**config.mk**
```make
export PLATFORM = sky130hd
export DESIGN_NAME = timer_digit_loader
export DESIGN_NICKNAME = d
export VERILOG_FILES = /design/src/rtl/timer_entry_pkg.sv /design/src/rtl/timer_digit_loader_key_edge_detector.sv /design/src/rtl/timer_digit_loader.sv
export SDC_FILE = /design/constraint.sdc
export NUM_CORES = 1
export LEC_CHECK = 0
export CAP_MARGIN = 20
export CELL_PAD_IN_SITES_DETAIL_PLACEMENT = 1
export CELL_PAD_IN_SITES_GLOBAL_PLACEMENT = 1
export CORE_MARGIN = 2
export CORE_UTILIZATION = 25
export DETAILED_ROUTE_END_ITERATION = 8
export GPL_TIMING_DRIVEN = 0
export PLACE_DENSITY = 0.58
export SYNTH_ARGS = -nofsm -noshare
export SYNTH_HDL_FRONTEND = slang
export SYNTH_HIERARCHICAL = 1
export SYNTH_SLANG_ARGS = --single-unit
```
**constraint.sdc**
```tcl
create_clock -name clock_i -period 2.25 [get_ports clock_i]
set_clock_uncertainty 0.1 [all_clocks]
set_input_delay 0.5625 -clock clock_i [delete_from_list [all_inputs] [get_ports clock_i]]
set_output_delay 0.5625 -clock clock_i [all_outputs]
set_load 0.02 [all_outputs]
```
**src/rtl/timer_entry_pkg.sv**
```systemverilog
// Shared types and constants for the cooking-time keypad entry path.
package timer_entry_pkg;

  localparam int unsigned DIGIT_W       = 4;
  localparam int unsigned CNT_W         = 3;
  localparam int unsigned BCD_MAX_DIGIT = 9;
  localparam int unsigned SEC_TENS_MAX  = 5;

  typedef enum logic [1:0] {
    IDLE  = 2'd0,
    ENTRY = 2'd1,
    FULL  = 2'd2,
    LOAD  = 2'd3
  } state_e;

endpackage : timer_entry_pkg

```
**src/rtl/timer_digit_loader_key_edge_detector.sv**
```systemverilog
// Registers the key level and qualifies its rising edge as a single digit accept.
module key_edge_detector #(
  parameter int unsigned DIGIT_W   = 4,
  parameter int unsigned MAX_DIGIT = 9
) (
  input  logic               clk_i,
  input  logic               clear_i,
  input  logic               key_valid_i,
  input  logic               enable_i,
  input  logic [DIGIT_W-1:0] key_digit_i,
  output logic               accept_c_o
);

  logic key_q;
  logic key_d;

  assign key_d = key_valid_i;

  always_ff @(posedge clk_i) begin
    if (clear_i) begin
      key_q <= 1'b0;
    end else begin
      key_q <= key_d;
    end
  end

  // A press that rises while the window is closed is never accepted later.
  assign accept_c_o = key_valid_i & ~key_q & enable_i &
                      (key_digit_i <= DIGIT_W'(MAX_DIGIT));

endmodule : key_edge_detector

```
**src/rtl/timer_digit_loader.sv**
```systemverilog
// Assembles keypad digits into packed BCD M:SS and hands it to the timer on start.
// Optional SECONDS_CLAMP_EN: clamps seconds to 59 when the value is loaded.
module timer_digit_loader #(
  parameter int unsigned NUM_DIGITS = 3,
  parameter int unsigned DIGIT_W    = timer_entry_pkg::DIGIT_W
) (
  input  logic                          clock_i,
  input  logic                          clear_i,
  input  logic                          entry_enable_i,
  input  logic                          key_valid_i,
  input  logic [DIGIT_W-1:0]            key_digit_i,
  input  logic                          start_i,
  output logic [NUM_DIGITS*DIGIT_W-1:0] time_bcd_o,
  output logic [2:0]                    digit_count_o,
  output logic                          time_loaded_o,
  output logic                          entry_full_o
);

  import timer_entry_pkg::*;

  localparam int unsigned TIME_W = NUM_DIGITS * DIGIT_W;

  state_e            state_q, state_d;
  logic [TIME_W-1:0] time_q, time_d;
  logic [CNT_W-1:0]  count_q, count_d;
  logic              loaded_q, loaded_d;
  logic              full_q, full_d;

  logic              accept_c;
  logic [TIME_W-1:0] shifted_c;
  logic [TIME_W-1:0] load_value_c;
  logic [CNT_W-1:0]  count_inc_c;

  key_edge_detector #(
    .DIGIT_W   (DIGIT_W),
    .MAX_DIGIT (BCD_MAX_DIGIT)
  ) u_key_edge (
    .clk_i       (clock_i),
    .clear_i     (clear_i),
    .key_valid_i (key_valid_i),
    .enable_i    (entry_enable_i),
    .key_digit_i (key_digit_i),
    .accept_c_o  (accept_c)
  );

  assign shifted_c   = {time_q[TIME_W-DIGIT_W-1:0], key_digit_i};
  assign count_inc_c = count_q + CNT_W'(1);

`ifdef SECONDS_CLAMP_EN
  // Seconds above 59 become exactly 59; minutes pass through.
  always_comb begin
    load_value_c = time_q;
    if (time_q[2*DIGIT_W-1:DIGIT_W] > DIGIT_W'(SEC_TENS_MAX)) begin
      load_value_c[2*DIGIT_W-1:DIGIT_W] = DIGIT_W'(SEC_TENS_MAX);
      load_value_c[DIGIT_W-1:0]         = DIGIT_W'(BCD_MAX_DIGIT);
    end
  end
`else
  assign load_value_c = time_q;
`endif

  // Next-state, digit shift and counter; start outranks a same-cycle accept.
  always_comb begin
    state_d = state_q;
    time_d  = time_q;
    count_d = count_q;

    case (state_q)
      IDLE: begin
        if (accept_c) begin
          state_d = ENTRY;
          time_d  = shifted_c;
          count_d = count_inc_c;
        end
      end
      ENTRY: begin
        if (start_i && (count_q != '0)) begin
          state_d = LOAD;
          time_d  = load_value_c;
        end else if (accept_c) begin
          time_d  = shifted_c;
          count_d = count_inc_c;
          if (count_inc_c == CNT_W'(NUM_DIGITS)) begin
            state_d = FULL;
          end
        end
      end
      FULL: begin
        if (start_i && (count_q != '0)) begin
          state_d = LOAD;
          time_d  = load_value_c;
        end
      end
      LOAD: begin
        state_d = IDLE;
        time_d  = '0;
        count_d = '0;
      end
      default: begin
        state_d = IDLE;
        time_d  = '0;
        count_d = '0;
      end
    endcase

    loaded_d = (state_d == LOAD);
    full_d   = (state_d == FULL);
  end

  always_ff @(posedge clock_i) begin
    if (clear_i) begin
      state_q  <= IDLE;
      time_q   <= '0;
      count_q  <= '0;
      loaded_q <= 1'b0;
      full_q   <= 1'b0;
    end else begin
      state_q  <= state_d;
      time_q   <= time_d;
      count_q  <= count_d;
      loaded_q <= loaded_d;
      full_q   <= full_d;
    end
  end

  assign time_bcd_o    = time_q;
  assign digit_count_o = count_q;
  assign time_loaded_o = loaded_q;
  assign entry_full_o  = full_q;

endmodule : timer_digit_loader

```
**After elaboration in Yosys (flattened, before gate mapping)**

Cells that the tools add are included.

- Register bits after elaboration: 20
- Input bits: 9
- Output and inout port bits: 17
- Word-level logic and storage cells: 38

- Add/sub/neg operators: 1
- Order comparisons: 1
- Equality and inequality tests: 7
- Muxes and demuxes: 12
- Bitwise operators: 5
- Reduce and logical (&&, ||, !) cells: 6

Operators with widths:

| operator | count |
|---|---|
| case mux 12 bit (3 select lines) | 1 |
| 2-to-1 mux 12 bit | 2 |
| 2-to-1 mux 2 bit | 5 |
| case mux 3 bit (3 select lines) | 1 |
| equality test 2 bit (second input constant) | 4 |
| case mux 2 bit (4 select lines) | 1 |
| 2-to-1 mux 3 bit | 2 |
| nonzero test 3 bit | 2 |
| <= comparator 4 bit (second input constant) | 1 |
| AND reduction 2 bit | 2 |
| adder 3 x 1 -> 3 bit (second input constant) | 1 |
| AND 1 bit | 3 |
| equality test 3 x 2 -> 1 bit (second input constant) | 1 |
| equality test 2 x 1 -> 1 bit (second input constant) | 1 |
| zero test 2 bit | 1 |
| inequality test 2 bit (second input constant) | 1 |
| NOT 1 bit | 2 |
| logical AND 1 bit | 1 |

**Depth between registers and ports, before layout**

- Depth in word-level cells: 8
- Depth in mapped cells: 8
- Mapped depth without buffers: 6

**Modules after synthesis**

The synthesis kept the hierarchy.

By module, submodules not included:

| module | times used | cells an instance | area an instance (um^2) | sequential area each (um^2) |
|---|---|---|---|---|
| timer_digit_loader | 1 | 118 | 962.2 | 380.4 |
| key_edge_detector | 1 | 4 | 41.3 | 20.0 |

**Worst setup path after synthesis**

No wires, ideal clock.

- Kind: input to register
- Start: input key_digit_i[1]
- End: register count_q[2] (netlist: digit_count_o[2])
- Setup time: 0.132 ns
- Arrival: 1.772 ns
- Required time: 2.018 ns
- Path slack: 0.246 ns
- Cell stages on the path: 6
- Path buffers: 0
- Cell sequence: o21ai_1 -> and4b_1 -> inv_1 -> a311oi_2 -> a221o_1 -> a21oi_1

- Longest elaborated chain between the ends: 5

Ends and longest elaborated chain:

| item | RTL line | RTL |
|---|---|---|
| from (decl) | timer_digit_loader.sv:11 | `input logic [DIGIT_W-1:0] key_digit_i,` |
| <= comparator 4 bit * | timer_digit_loader_key_edge_detector.sv:29 | `(key_digit_i <= DIGIT_W'(MAX_DIGIT));` |
| AND 1 bit * | timer_digit_loader_key_edge_detector.sv:28 | `assign accept_c_o = key_valid_i & ~key_q & enable_i &` |
| via accept_c | timer_digit_loader.sv:29 | `logic accept_c;` |
| 2-to-1 mux 3 bit * | -- |  |
| 2-to-1 mux 3 bit | -- |  |
| case mux 3 bit (3 select lines) * | -- |  |
| to (signal assigned) | timer_digit_loader.sv:120 | `count_q <= count_d;` |
| to (decl) | timer_digit_loader.sv:25 | `logic [CNT_W-1:0] count_q, count_d;` |

Mark *: on every way through the listed nets, which the timed path passes. The rest lies on a longest branch. The select of a mux whose other input is x is not followed.
A chain may end at the register's enable or synchronous reset.

**Worst setup path in the final report**

- Start: input key_digit_i[3]
- End: register time_q[4] (netlist: time_bcd_o[4])

- Longest elaborated chain between the ends: 5

Ends and longest elaborated chain:

| item | RTL line | RTL |
|---|---|---|
| <= comparator 4 bit * | timer_digit_loader_key_edge_detector.sv:29 |  |
| AND 1 bit * | timer_digit_loader_key_edge_detector.sv:28 |  |
| via accept_c | timer_digit_loader.sv:29 |  |
| 2-to-1 mux 12 bit * | -- |  |
| 2-to-1 mux 12 bit | -- |  |
| case mux 12 bit (3 select lines) * | -- |  |
| to (signal assigned) | timer_digit_loader.sv:119 | `time_q <= time_d;` |
| to (decl) | timer_digit_loader.sv:24 | `logic [TIME_W-1:0] time_q, time_d;` |

Marks and branches as above.

==> impl_metrics.prom <==
# TYPE chip_impl_metric gauge
chip_impl_info{name="critPathLaunchType",value="primary input"} 1
chip_impl_metric{name="drt-vias-per-instance",unit=""} 5.14
chip_impl_metric{name="layoutNonFillerInstCount",unit=""} 204
chip_impl_info{name="layout.cells.most_common",value="clkdlybuf4s50_1"} 1
chip_impl_metric{name="final_hold_viol_count",unit=""} 0
chip_impl_metric{name="synth-async-reset-ratio",unit=""} 0
chip_impl_metric{name="power_per_cell_area",unit="mW/mm^2"} 591
chip_impl_metric{name="relSlewSlack",unit=""} 0.652
chip_impl_metric{name="synth-seq-area-share",unit=""} 0.399
chip_impl_metric{name="drc",unit=""} 0
chip_impl_metric{name="first_pass_iters",unit=""} 4
chip_impl_metric{name="cts_buffers",unit=""} 3
chip_impl_metric{name="slew_viol_final",unit=""} 0
chip_impl_metric{name="cts.clk_slew.worst_paths",unit="ns"} 0.08
chip_impl_metric{name="fp.dieArea",unit="sq mm"} 0.00454
chip_impl_metric{name="num-fill-cells",unit=""} 470
chip_impl_metric{name="antenna_cells",unit=""} 0
chip_impl_metric{name="yosysWarningCount",unit=""} 6
chip_impl_metric{name="htreeDepth",unit=""} 1
chip_impl_metric{name="dr.first_iter.drc_count",unit=""} 19
chip_impl_metric{name="grt_first_pass_wirelength",unit="mm"} 5.09
chip_impl_metric{name="post-place-cells",unit=""} 197
chip_impl_metric{name="syn-cell-area",unit="sq mm"} 0.00100
chip_impl_metric{name="dieHeight",unit="microns"} 67.4
chip_impl_metric{name="post_synth_inst_count",unit=""} 122
chip_impl_metric{name="final_cell_area",unit="sq mm"} 0.00145
chip_impl_info{name="worstSetupPathType",value="primary input to flop"} 1
chip_impl_metric{name="syn-mean-instance-area",unit="sq um"} 8.23
chip_impl_info{name="timing.hold.worst.class",value="flop to flop"} 1
chip_impl_metric{name="post-route-period-util",unit=""} 0.963
chip_impl_metric{name="synth_enable_flop_cells",unit=""} 0
chip_impl_metric{name="synth.net_count",unit=""} 134
chip_impl_metric{name="cts.sink_count",unit=""} 20
chip_impl_metric{name="critPathMaxFanout",unit=""} 6
chip_impl_metric{name="final-setup-viol-count",unit=""} 0
chip_impl_metric{name="area.growth.synth_to_final",unit="%"} 44.9
chip_impl_metric{name="tightest_slew",unit="ns"} 0.522
chip_impl_metric{name="clk_latency",unit="ns"} 0.26
chip_impl_metric{name="drt.antenna.violating_nets",unit=""} 0
chip_impl_metric{name="initial_core_util",unit=""} 0.255
chip_impl_metric{name="grt.total_usage",unit=""} 0.149
chip_impl_info{name="final_cell_mix",value="clkdlybuf4s50_1 (23), nand3_1 (20), dfxtp_1 (20), a31oi_1 (14), o21ai_0 (10)"} 1
chip_impl_metric{name="io-pin-count",unit=""} 26
chip_impl_metric{name="detailed_place.area",unit="sq mm"} 0.00132
chip_impl_metric{name="period_minus_slack",unit="ns"} 2.17
chip_impl_metric{name="cellLeakagePower",unit="nW"} 0.502
chip_impl_metric{name="layout.nets",unit=""} 167
chip_impl_metric{name="core_region_area",unit="sq mm"} 0.00394
chip_impl_metric{name="netlist-cell-type-count",unit=""} 30
chip_impl_metric{name="drive_gt1_frac",unit=""} 0.130
chip_impl_info{name="outcome",value="finished clean"} 1
chip_impl_metric{name="die_w",unit="microns"} 67.4
chip_impl_info{name="cts_root_buffer",value="clkbuf_8"} 1
chip_impl_metric{name="drt_wl_total",unit="mm"} 3.09
chip_impl_metric{name="timing.critical_path.arrival",unit="ns"} 2.26
chip_impl_info{name="worstSetupEndpointType",value="flop"} 1
chip_impl_metric{name="max-vdd-ir-drop",unit="mV"} 0.273
chip_impl_metric{name="antenna_found_initial",unit=""} 0
chip_impl_metric{name="seq_area",unit="sq um"} 400
chip_impl_info{name="dominantRegCellSynth",value="dfxtp_1"} 1
chip_impl_metric{name="footprint_of_the_multi_input_gates",unit="sq um"} 573
chip_impl_metric{name="grt_max_degree",unit=""} 13
chip_impl_metric{name="via_count",unit=""} 1048
chip_impl_metric{name="drv.max_cap_violation_count",unit=""} 0
chip_impl_metric{name="required",unit="ns"} 2.34
chip_impl_metric{name="core.rowCount",unit=""} 23
chip_impl_metric{name="total_grt_overflow",unit=""} 0
chip_impl_metric{name="max-clock-path-buffers",unit=""} 2
chip_impl_info{name="cts_tree",value="yes"} 1
chip_impl_metric{name="grt_pass1_vias",unit=""} 1036
chip_impl_metric{name="dp_hpwl",unit="mm"} 2.20
chip_impl_metric{name="post_drt_wl_per_cell",unit="microns"} 15.2
chip_impl_metric{name="gp_congestion",unit=""} 0.766
chip_impl_metric{name="achievable-frequency",unit="MHz"} 462
chip_impl_metric{name="hold-worst-slack",unit="ns"} 0.403
chip_impl_metric{name="fin_util",unit=""} 0.369
chip_impl_metric{name="setup_tns",unit="ns"} 0
chip_impl_metric{name="input_output_buffers",unit=""} 25
chip_impl_metric{name="synth.ff_latch_count",unit=""} 20
-- cell families (layout without fill, tap and decap cells) --
family | count (synthesis) | count (layout) | share of synthesized area
adders and majority gates | 3 | 3 | 0.0374
xor gates and xnor gates | 1 | 1 | 0.00873
and+or+nand+nor | 43 | 43 | 0.224
DFF | 20 | 20 | 0.399
AOI/OAI and AO/OA | 42 | 42 | 0.269
buffers and inverters | 13 | 45 | 0.0611
-- state kept, by name (all words and copies together), names as in the netlist --
register,cells
entry_full_o,1
time_bcd_o,12
time_loaded_o,1
u_key_edge/key_q,1
digit_count_o,3
state_q,2
-- repair_timing --
item                       CTS  global route
pin swaps                    1             3
hold buffers                 0             0
setup endpoints to repair   14            15
buffers inserted             2             1
gates resized for setup      5             7
-- cell usage after synthesis (2+ instances only) --
cell | count | area [sq um]
a21oi_1 | 6 | 30.0
a22oi_1 | 5 | 37.5
a31oi_1 | 14 | 87.6
buf_2 | 4 | 20.0
clkbuf_1 | 3 | 11.3
dfxtp_1 | 20 | 400
ha_1 | 3 | 37.5
inv_1 | 4 | 15.0
nand2_1 | 9 | 33.8
nand3_1 | 20 | 100
nor2_1 | 2 | 7.51
nor2b_1 | 4 | 25.0
nor3_1 | 2 | 10.0
o21ai_0 | 10 | 50.1
-- metal layers --
layer | routed length (microns) | track usage | up-vias | part of all wire
met1 | 1410 | 0.189 | 511 | 0.46
met4 | 18 | 0.0536 | 0 | 0.0058
li1 | - | - | 516 | -
met3 | 109 | 0.0200 | 2 | 0.035
met2 | 1550 | 0.259 | 19 | 0.50
met5 | 0 | 0 | - | 0
-- path summary, 6_finish.rpt --
kind / startpoint / end / slack (ns) / depth (start not counted)
setup / recovery: key_digit_i[3] / time_bcd_o[4]$_SDFFE_PP0P_ / 0.08 / 8
setup reg to reg: digit_count_o[0]$_SDFFE_PP0P_ / digit_count_o[0]$_SDFFE_PP0P_ / 0.46 / 7
hold / removal: time_bcd_o[9]$_SDFFE_PP0P_ / time_bcd_o[9]$_SDFFE_PP0P_ / 0.40 / 2
hold reg to reg: time_bcd_o[9]$_SDFFE_PP0P_ / time_bcd_o[9]$_SDFFE_PP0P_ / 0.40 / 2
-- critical path, cell delays in order --
cell and delay (ns):
clkdlybuf4s50_1 0.44, o21ai_1 0.09, and4b_2 0.32, inv_2 0.09
a311oi_4 0.35, buf_6 0.17, nand2_1 0.06, a31oi_1 0.16
-- layout make-up --
cell class / count / area share
multi-input cells: 89 / 0.394
flip-flops and latches: 20 / 0.275
repair buffers: 28 / 0.196
well taps: 50 / 0.0430
plain buffers: 9 / 0.0318
clock buffers: 3 / 0.0284
clock inverters: 1 / 0.0207
inverters: 4 / 0.0103
-- through the flow --
stage	setup slack, ns	power [W]
final	0.0842	0.000860
after CTS	0.0461	0.000861
after global placement	-0.632	0.000489
after detailed placement	-0.664	0.000492
after floorplan	0.246	0.000441
after global routing	-0.00113	0.000893
-- where the power goes --
part | internal [W] | switching (W)
registers | 0.000363 | 0.00000976
logic | 0.0000541 | 0.0000661
clock network | 0.000237 | 0.000129
No activity file was read; power rests on OpenSTA's default activity.
